## src/rtl/ntt_bf_unit.sv

```systemverilog
// Pipelined modular butterfly for NTT/INTT stages over Z_Q, one beat per cycle.
// Per-beat Cooley-Tukey / Gentleman-Sande selection and optional halving.
module ntt_bf_unit #(
  parameter int W       = 12,
  parameter int Q       = 3329,
  parameter int MUL_LAT = 3
) (
  input  logic         clk,
  input  logic         rst,
  input  logic         en,
  input  logic         in_valid,
  input  logic         mode,
  input  logic         half,
  input  logic [W-1:0] u,
  input  logic [W-1:0] v,
  input  logic [W-1:0] w,
  output logic         out_valid,
  output logic [W-1:0] bf_upper,
  output logic [W-1:0] bf_lower
);

  // Handshake: a beat is accepted when en && in_valid at a rising clk edge;
  // out_valid marks a result LAT enabled cycles later; en=0 freezes everything.

  localparam int K = 2 * W;
  localparam logic [W:0]   QW = (W + 1)'(Q);
  localparam logic [K-1:0] QK = K'(Q);
  // floor(2^K / Q); with products below 2^K the quotient estimate is short by at most 1
  localparam logic [K-1:0] BM = K'((64'd1 << K) / 64'(Q));

  function automatic logic [W-1:0] mod_add(input logic [W-1:0] x, input logic [W-1:0] y);
    logic [W:0] s;
    s = {1'b0, x} + {1'b0, y};
    if (s >= QW) s = s - QW;
    return s[W-1:0];
  endfunction

  function automatic logic [W-1:0] mod_sub(input logic [W-1:0] x, input logic [W-1:0] y);
    logic [W:0] d;
    if (x >= y) d = {1'b0, x} - {1'b0, y};
    else        d = {1'b0, x} + QW - {1'b0, y};
    return d[W-1:0];
  endfunction

  function automatic logic [W-1:0] halve(input logic [W-1:0] x);
    logic [W:0] s;
    s = x[0] ? ({1'b0, x} + QW) : {1'b0, x};
    return s[W:1];
  endfunction

  function automatic logic [W-1:0] barrett_quot(input logic [K-1:0] x);
    logic [2*K-1:0] t;
    t = {{K{1'b0}}, x} * {{K{1'b0}}, BM};
    return t[K+W-1:K];
  endfunction

  function automatic logic [W-1:0] barrett_fix(input logic [K-1:0] x, input logic [W-1:0] qe);
    logic [K-1:0] r;
    r = x - ({{(K-W){1'b0}}, qe} * QK);
    if (r >= QK) r = r - QK;
    return r[W-1:0];
  endfunction

  // Input register stage
  logic [W-1:0] u_q, v_q, w_q;
  logic         mode_q, half_q, vld_q;

  always_ff @(posedge clk or negedge rst) begin
    if (!rst) begin
      u_q    <= '0;
      v_q    <= '0;
      w_q    <= '0;
      mode_q <= 1'b0;
      half_q <= 1'b0;
      vld_q  <= 1'b0;
    end else if (en) begin
      u_q    <= u;
      v_q    <= v;
      w_q    <= w;
      mode_q <= mode;
      half_q <= half;
      vld_q  <= in_valid;
    end
  end

  logic [W-1:0] mul_a_d, side_d, mul_p;
  logic [K-1:0] prod_d;

  always_comb begin
    mul_a_d = v_q;
    side_d  = u_q;
    if (mode_q) begin
      mul_a_d = mod_sub(u_q, v_q);
      side_d  = mod_add(u_q, v_q);
    end
    prod_d = {{W{1'b0}}, mul_a_d} * {{W{1'b0}}, w_q};
  end

  // Side path and per-beat control, delayed to line up with the multiplier
  logic [W-1:0]       side_q [MUL_LAT];
  logic [MUL_LAT-1:0] md_q, hf_q, vl_q;

  always_ff @(posedge clk or negedge rst) begin
    if (!rst) begin
      for (int i = 0; i < MUL_LAT; i++) side_q[i] <= '0;
      md_q <= '0;
      hf_q <= '0;
      vl_q <= '0;
    end else if (en) begin
      side_q[0] <= side_d;
      md_q[0]   <= mode_q;
      hf_q[0]   <= half_q;
      vl_q[0]   <= vld_q;
      for (int i = 1; i < MUL_LAT; i++) begin
        side_q[i] <= side_q[i-1];
        md_q[i]   <= md_q[i-1];
        hf_q[i]   <= hf_q[i-1];
        vl_q[i]   <= vl_q[i-1];
      end
    end
  end

  // Modular multiplier: product, Barrett quotient, correction, then plain delay
  generate
    if (MUL_LAT == 1) begin : g_lat1
      logic [W-1:0] p_q;
      always_ff @(posedge clk or negedge rst) begin
        if (!rst)    p_q <= '0;
        else if (en) p_q <= barrett_fix(prod_d, barrett_quot(prod_d));
      end
      assign mul_p = p_q;
    end else begin : g_latn
      logic [K-1:0] prod_q;
      always_ff @(posedge clk or negedge rst) begin
        if (!rst)    prod_q <= '0;
        else if (en) prod_q <= prod_d;
      end
      if (MUL_LAT == 2) begin : g_lat2
        logic [W-1:0] p_q;
        always_ff @(posedge clk or negedge rst) begin
          if (!rst)    p_q <= '0;
          else if (en) p_q <= barrett_fix(prod_q, barrett_quot(prod_q));
        end
        assign mul_p = p_q;
      end else begin : g_lat3p
        logic [K-1:0] x_q;
        logic [W-1:0] qe_q;
        logic [W-1:0] p_q [MUL_LAT-2];
        always_ff @(posedge clk or negedge rst) begin
          if (!rst) begin
            x_q  <= '0;
            qe_q <= '0;
            for (int i = 0; i < MUL_LAT - 2; i++) p_q[i] <= '0;
          end else if (en) begin
            x_q    <= prod_q;
            qe_q   <= barrett_quot(prod_q);
            p_q[0] <= barrett_fix(x_q, qe_q);
            for (int i = 1; i < MUL_LAT - 2; i++) p_q[i] <= p_q[i-1];
          end
        end
        assign mul_p = p_q[MUL_LAT-3];
      end
    end
  endgenerate

  // Add/sub stage
  logic [W-1:0] as_up_d, as_lo_d, as_up_q, as_lo_q;
  logic         as_half_q, as_vld_q;

  always_comb begin
    as_up_d = side_q[MUL_LAT-1];
    as_lo_d = mul_p;
    if (!md_q[MUL_LAT-1]) begin
      as_up_d = mod_add(side_q[MUL_LAT-1], mul_p);
      as_lo_d = mod_sub(side_q[MUL_LAT-1], mul_p);
    end
  end

  logic [W-1:0] up_d, lo_d, up_q, lo_q;
  logic         out_vld_q;

  always_comb begin
    up_d = as_half_q ? halve(as_up_q) : as_up_q;
    lo_d = as_half_q ? halve(as_lo_q) : as_lo_q;
  end

  always_ff @(posedge clk or negedge rst) begin
    if (!rst) begin
      as_up_q   <= '0;
      as_lo_q   <= '0;
      as_half_q <= 1'b0;
      as_vld_q  <= 1'b0;
      up_q      <= '0;
      lo_q      <= '0;
      out_vld_q <= 1'b0;
    end else if (en) begin
      as_up_q   <= as_up_d;
      as_lo_q   <= as_lo_d;
      as_half_q <= hf_q[MUL_LAT-1];
      as_vld_q  <= vl_q[MUL_LAT-1];
      up_q      <= up_d;
      lo_q      <= lo_d;
      out_vld_q <= as_vld_q;
    end
  end

  assign out_valid = out_vld_q;
  assign bf_upper  = up_q;
  assign bf_lower  = lo_q;

  a_operands_in_range: assert property (@(posedge clk) disable iff (!rst)
    (en && in_valid) |-> ({1'b0, u} < QW && {1'b0, v} < QW && {1'b0, w} < QW));

endmodule

```

## config.mk

```make
export PLATFORM = sky130hd
export DESIGN_NAME = ntt_bf_unit
export DESIGN_NICKNAME = d
export VERILOG_FILES = /design/src/rtl/ntt_bf_unit.sv
export SDC_FILE = /design/constraint.sdc
export NUM_CORES = 1
export LEC_CHECK = 0
export ABC_AREA = 1
export CORE_MARGIN = 10
export CORE_UTILIZATION = 35
export DETAILED_ROUTE_END_ITERATION = 6
export GPL_TIMING_DRIVEN = 0
export PLACE_DENSITY = 0.61
export SETUP_SLACK_MARGIN = 0.15
export SYNTH_ARGS = -nofsm -noshare
export SYNTH_HDL_FRONTEND = slang
export SYNTH_SLANG_ARGS = --single-unit
```

## constraint.sdc

```tcl
create_clock -name clk -period 8.9 [get_ports clk]
set_input_delay 2.67 -clock clk [delete_from_list [all_inputs] [get_ports clk]]
set_output_delay 2.67 -clock clk [all_outputs]
set_load 0.01 [all_outputs]
```

======== Word-level counts from Yosys, hierarchy flattened ========
Index checks and enable logic that the tools add are counted.
cells by class
  add/subtract/negate cells ............... 14
  multiply operators ...................... 3
  $lt $le $gt $ge ......................... 5
  mux-type cells .......................... 13
operator list
  cell                      count
  $mux W12                  11
  $sub A12 B12 Y12          4
  $mul A24 B13 Y36 const B  1
  $sub A12 B12 Y12 const B  3
  $add A12 B12 Y13          2
  $add A12 B12 Y13 const B  2
  $ge A13 B12 Y1 const B    2
  $mux W13                  2
  $add A12 B12 Y12 const B  2
  $ge A12 B12 Y1            2
  $ge A24 B12 Y1 const B    1
  $mul A12 B12 Y24          1
  $mul A12 B12 Y24 const B  1
  $sub A24 B24 Y24          1
word-level totals
  bits in registers ....................... 207
  bits of input ports ..................... 42
  output and inout port bits .............. 25

======== Longest topological paths before layout ========
  depth after elaboration ................. 5
  mapped depth ............................ 40
  mapped depth without buffers ............ 39

======== Least setup slack after synthesis ========
Ideal clock, no wire load.
  path type ............................... reg2reg
  start ................................... reg u_q[1]
  end ..................................... reg g_latn.prod_q[21]
  arrival time ............................ 6,455 ps
  data required time ...................... 8,768 ps
  path slack .............................. 2,312 ps
  cell stages (with the launch flop) ...... 36
  path buffers ............................ 0
  cell sequence ........................... dfrtp_1 -> inv_1 -> ha_1 -> inv_1 -> ha_1 -> inv_1 -> fa_1 -> inv_1 -> a21oi_1 -> xor2_1 -> o21ai_0 -> o21ai_1 -> inv_1 -> nand2_1 -> fa_1 -> fa_1 -> fa_1 -> inv_1 -> fa_1 -> inv_1 -> fa_1 -> inv_1 -> ha_1 -> nand2_1 -> nand2_1 -> o21bai_1 -> a21oi_1 -> o21ai_0 -> nand2_1 -> nand2_1 -> nand2_1 -> nand2_1 -> nand2_1 -> nand2_1 -> nor2_1 -> o22ai_1
on the way
  word-level cells in the longest chain between the ends .. 5
  elaborated cells on any way between the ends .. 7
ends and longest elaborated chain
  what                    line  RTL
  start, declared         65    logic [W-1:0] u_q, v_q, w_q;
  start signal, assigned  77    u_q <= u;
  $add A12 B12 Y12        41    else d = {1'b0, x} + QW - {1'b0, y};
  $sub A12 B12 Y12        41
  $mux W12 (*)            40    if (x >= y) d = {1'b0, x} - {1'b0, y};
  $mux W12 (*)            92    if (mode_q) begin
  $mul A12 B12 Y24 (*)    96    prod_d = {{W{1'b0}}, mul_a_d} * {{W{1'b0}}, w_q};
  end signal, assigned    136   else if (en) prod_q <= prod_d;
  end, declared           133   logic [K-1:0] prod_q;
Every way passes the cells marked *; elsewhere a longest branch is shown, timed or not.
A chain may end at the register's enable or synchronous reset.

======== Worst setup path after layout ========
Ends and elaborated chain as after synthesis.

==> flow_summary.toml <==
[synthesis]
synthTopCellsByArea = "fa_1, dfrtp_1, ha_1"
yosys.cell_count.top_type = "nand2_1"
ys_ff_latch = 207
yosys_warnings = 0
synth_top_area_cell = "fa_1"
synth_flop_cell = "dfrtp_1"
synthTopCellsByCount = "nand2_1, inv_1, ha_1, fa_1, o21ai_0"
netlist_area_sq_mm = 0.02724
avgSynthCellArea_sq_um = 7.563
synthArstFlopShare_pct = 100.0
synth_top_area_share_pct = 20.13
synth_cell_types = 53
synth-edff-count = 0
syn_nets = 4262
seq_area_frac_synth_pct = 19.01
synthCells = 3602

[global_routing]
grt_overflow = 0
antenna_found_initial = 2
grt_use_total_pct = 17.92
grt_pass1_vias = 23800
grt_pass1_wl_um = 129300
grt_max_degree = 116

[critical_path]
max_stage_delay_ns = 0.58
crit_type = "reg2reg"
cp_max_fo = 8
crit_path_frequent_cell = "nand2_1"
start_kind = "flop"
cp_slowest_cell = "fa_1"
cp_data_arrival_time_ns = 8.20
end_kind = "flop"
required_ns = 9.31

[clock_network]
hold_buffers = 0
cts.sinks = 207
cts_resized = 0
post_cts_buffers = 0
clk_pin_slew_ns = 0.06
htreeDepth = 1
cts_tree = "yes"
clk-insertion-delay-late_ns = 0.56
clock_path_buffers = 3
cts_root_buffer = "clkbuf_16"
cts_buffers = 26

[routing]
drt_iter0_drc = 1550
wire_per_inst_um = 16.93
route.detailed.drc = 0
totalWireLength_um = 80460
vias = 23580
vias_per_cell = 4.961
drtAntennaViolNets = 0
firstDrtPassIters = 5

[outcome]
outcome = "finished, final reports clean"

[cells_and_area]
drive_above_1_share_pct = 3.044
final_net_count = 4357
layout-area-overhead-vs-synth_pct = 10.47
final_core_util_pct = 38.91
final_area_sq_mm = 0.03010
n_antenna_cell = 0

[die]
initial_core_util_pct = 35.23
num_rows = 102
ios = 67
die_h_um = 299.0
die_w_um = 299.0
fp.coreArea_sq_mm = 0.07734
die_area_sq_mm = 0.08940

[placed_design]
hpwlAfterDp_um = 66530
io_buffers = 66
pre_cts_ws_ns = 1.075
gp_congestion = 0.9313
place_area_sq_mm = 0.02924

[sta]
period_share_pct = 87.59
max_freq_mhz = 128.3
fin_crit_ns = 7.795
slew_violations = 0
setup_viol = 0
worst_pin_slew_ns = 1.066
setup_ws_ns = 1.105
fin_setup_tns_ns = 0
finalHoldViolations = 0
fin_skew_ns = 0.02385
rsz0062_at_grt = "false"
slew-limit-headroom_pct = 28.95

[min_path]
hold_path.class = "reg2reg"

[run]
maxCapViolCount = 0
[sequential cells by signal (all words and copies together), names as in the netlist, 12 cells and up]
signal	count
g_latn.g_lat3p.p_q	12
v_q	12
u_q	12
as_up_q	12
g_latn.g_lat3p.x_q	24
bf_lower	12
side_q	36
g_latn.g_lat3p.qe_q	12
bf_upper	12
g_latn.prod_q	24
as_lo_q	12
w_q	12
[layout by cell type, fill, tap and decap left out, drive strengths merged, types with 13 or more instances in the layout]
cell type	instances
xor2	53
nand3b	13
clkdlybuf4s50	65
clkbuf	93
a31oi	13
nor3	30
nor2	214
dfrtp	207
xnor2	19
nand4	27
inv	698
fa	274
o21bai	15
a21oi	171
buf	28
ha	344
nand2	922
o21ai	231
nand3	202
[worst max-delay path, delay by kind of cell, from the launching register on]
| family | cells | cell delay (ns) |
|---|---|---|
| DFF | 1 | 0.51 |
| xor gates and xnor gates | 1 | 0.16 |
| adders and majority gates | 9 | 3.94 |
| buffers and inverters | 8 | 0.94 |
| and+or+nand+nor | 10 | 0.81 |
| AOI/OAI and AO/OA | 7 | 1.27 |
[cells by family after synthesis]
| family | share of synthesized area, % |
|---|---|
| compound gates | 9.837 |
| xor+xnor | 2.466 |
| buf+inv | 11.03 |
| simple gates | 21.72 |
| flops | 19.01 |
| fa+ha+maj | 35.93 |
[routing by layer]
layer	track usage (%)	vias up	part of all wire, %
li1	-	11470	-
met1	24.23	11400	46
met2	29.81	603	46
met3	2.407	105	5.7
met4	4.620	2	2.8
met5	0	-	0.014
[stage by stage]
step	instances	hold slack (ns)
floorplan	3602	0.4422
detailed placement	4709	0.4586
global route	4752	0.4947
CTS	4752	0.4726
global placement	4708	0.4549
finish	4752	0.4672
[final cells by class]
cell class / instances / area, sq um
Buffer: 85 / 372.9
Timing Repair Buffer: 67 / 693.2
Fill cell: 8167 / 47240
Tap cell: 1040 / 1301
Clock buffer: 34 / 742.0
Sequential cell: 207 / 5180
Inverter: 701 / 2631
Clock inverter: 9 / 116.4
Multi-Input combinational cell: 2609 / 19060
[path summary, 6_finish.rpt]
path | from | end | slack, ns | depth (start not counted)
min reg2reg | side_q[21] | side_q[21] | 0.47 | 2
min | side_q[21] | side_q[21] | 0.47 | 2
max in group asynchronous | rst | g_latn.g_lat3p.qe_q[5] | 5.72 | 2
max reg2reg | u_q[1] | g_latn.prod_q[21] | 1.10 | 35
max | u_q[1] | g_latn.prod_q[21] | 1.10 | 35
min in group asynchronous | rst | u_q[5] | 2.12 | 1
Power is not shown: default switching activity piles up to over one toggle a cycle in this logic, so the estimate is an artifact.
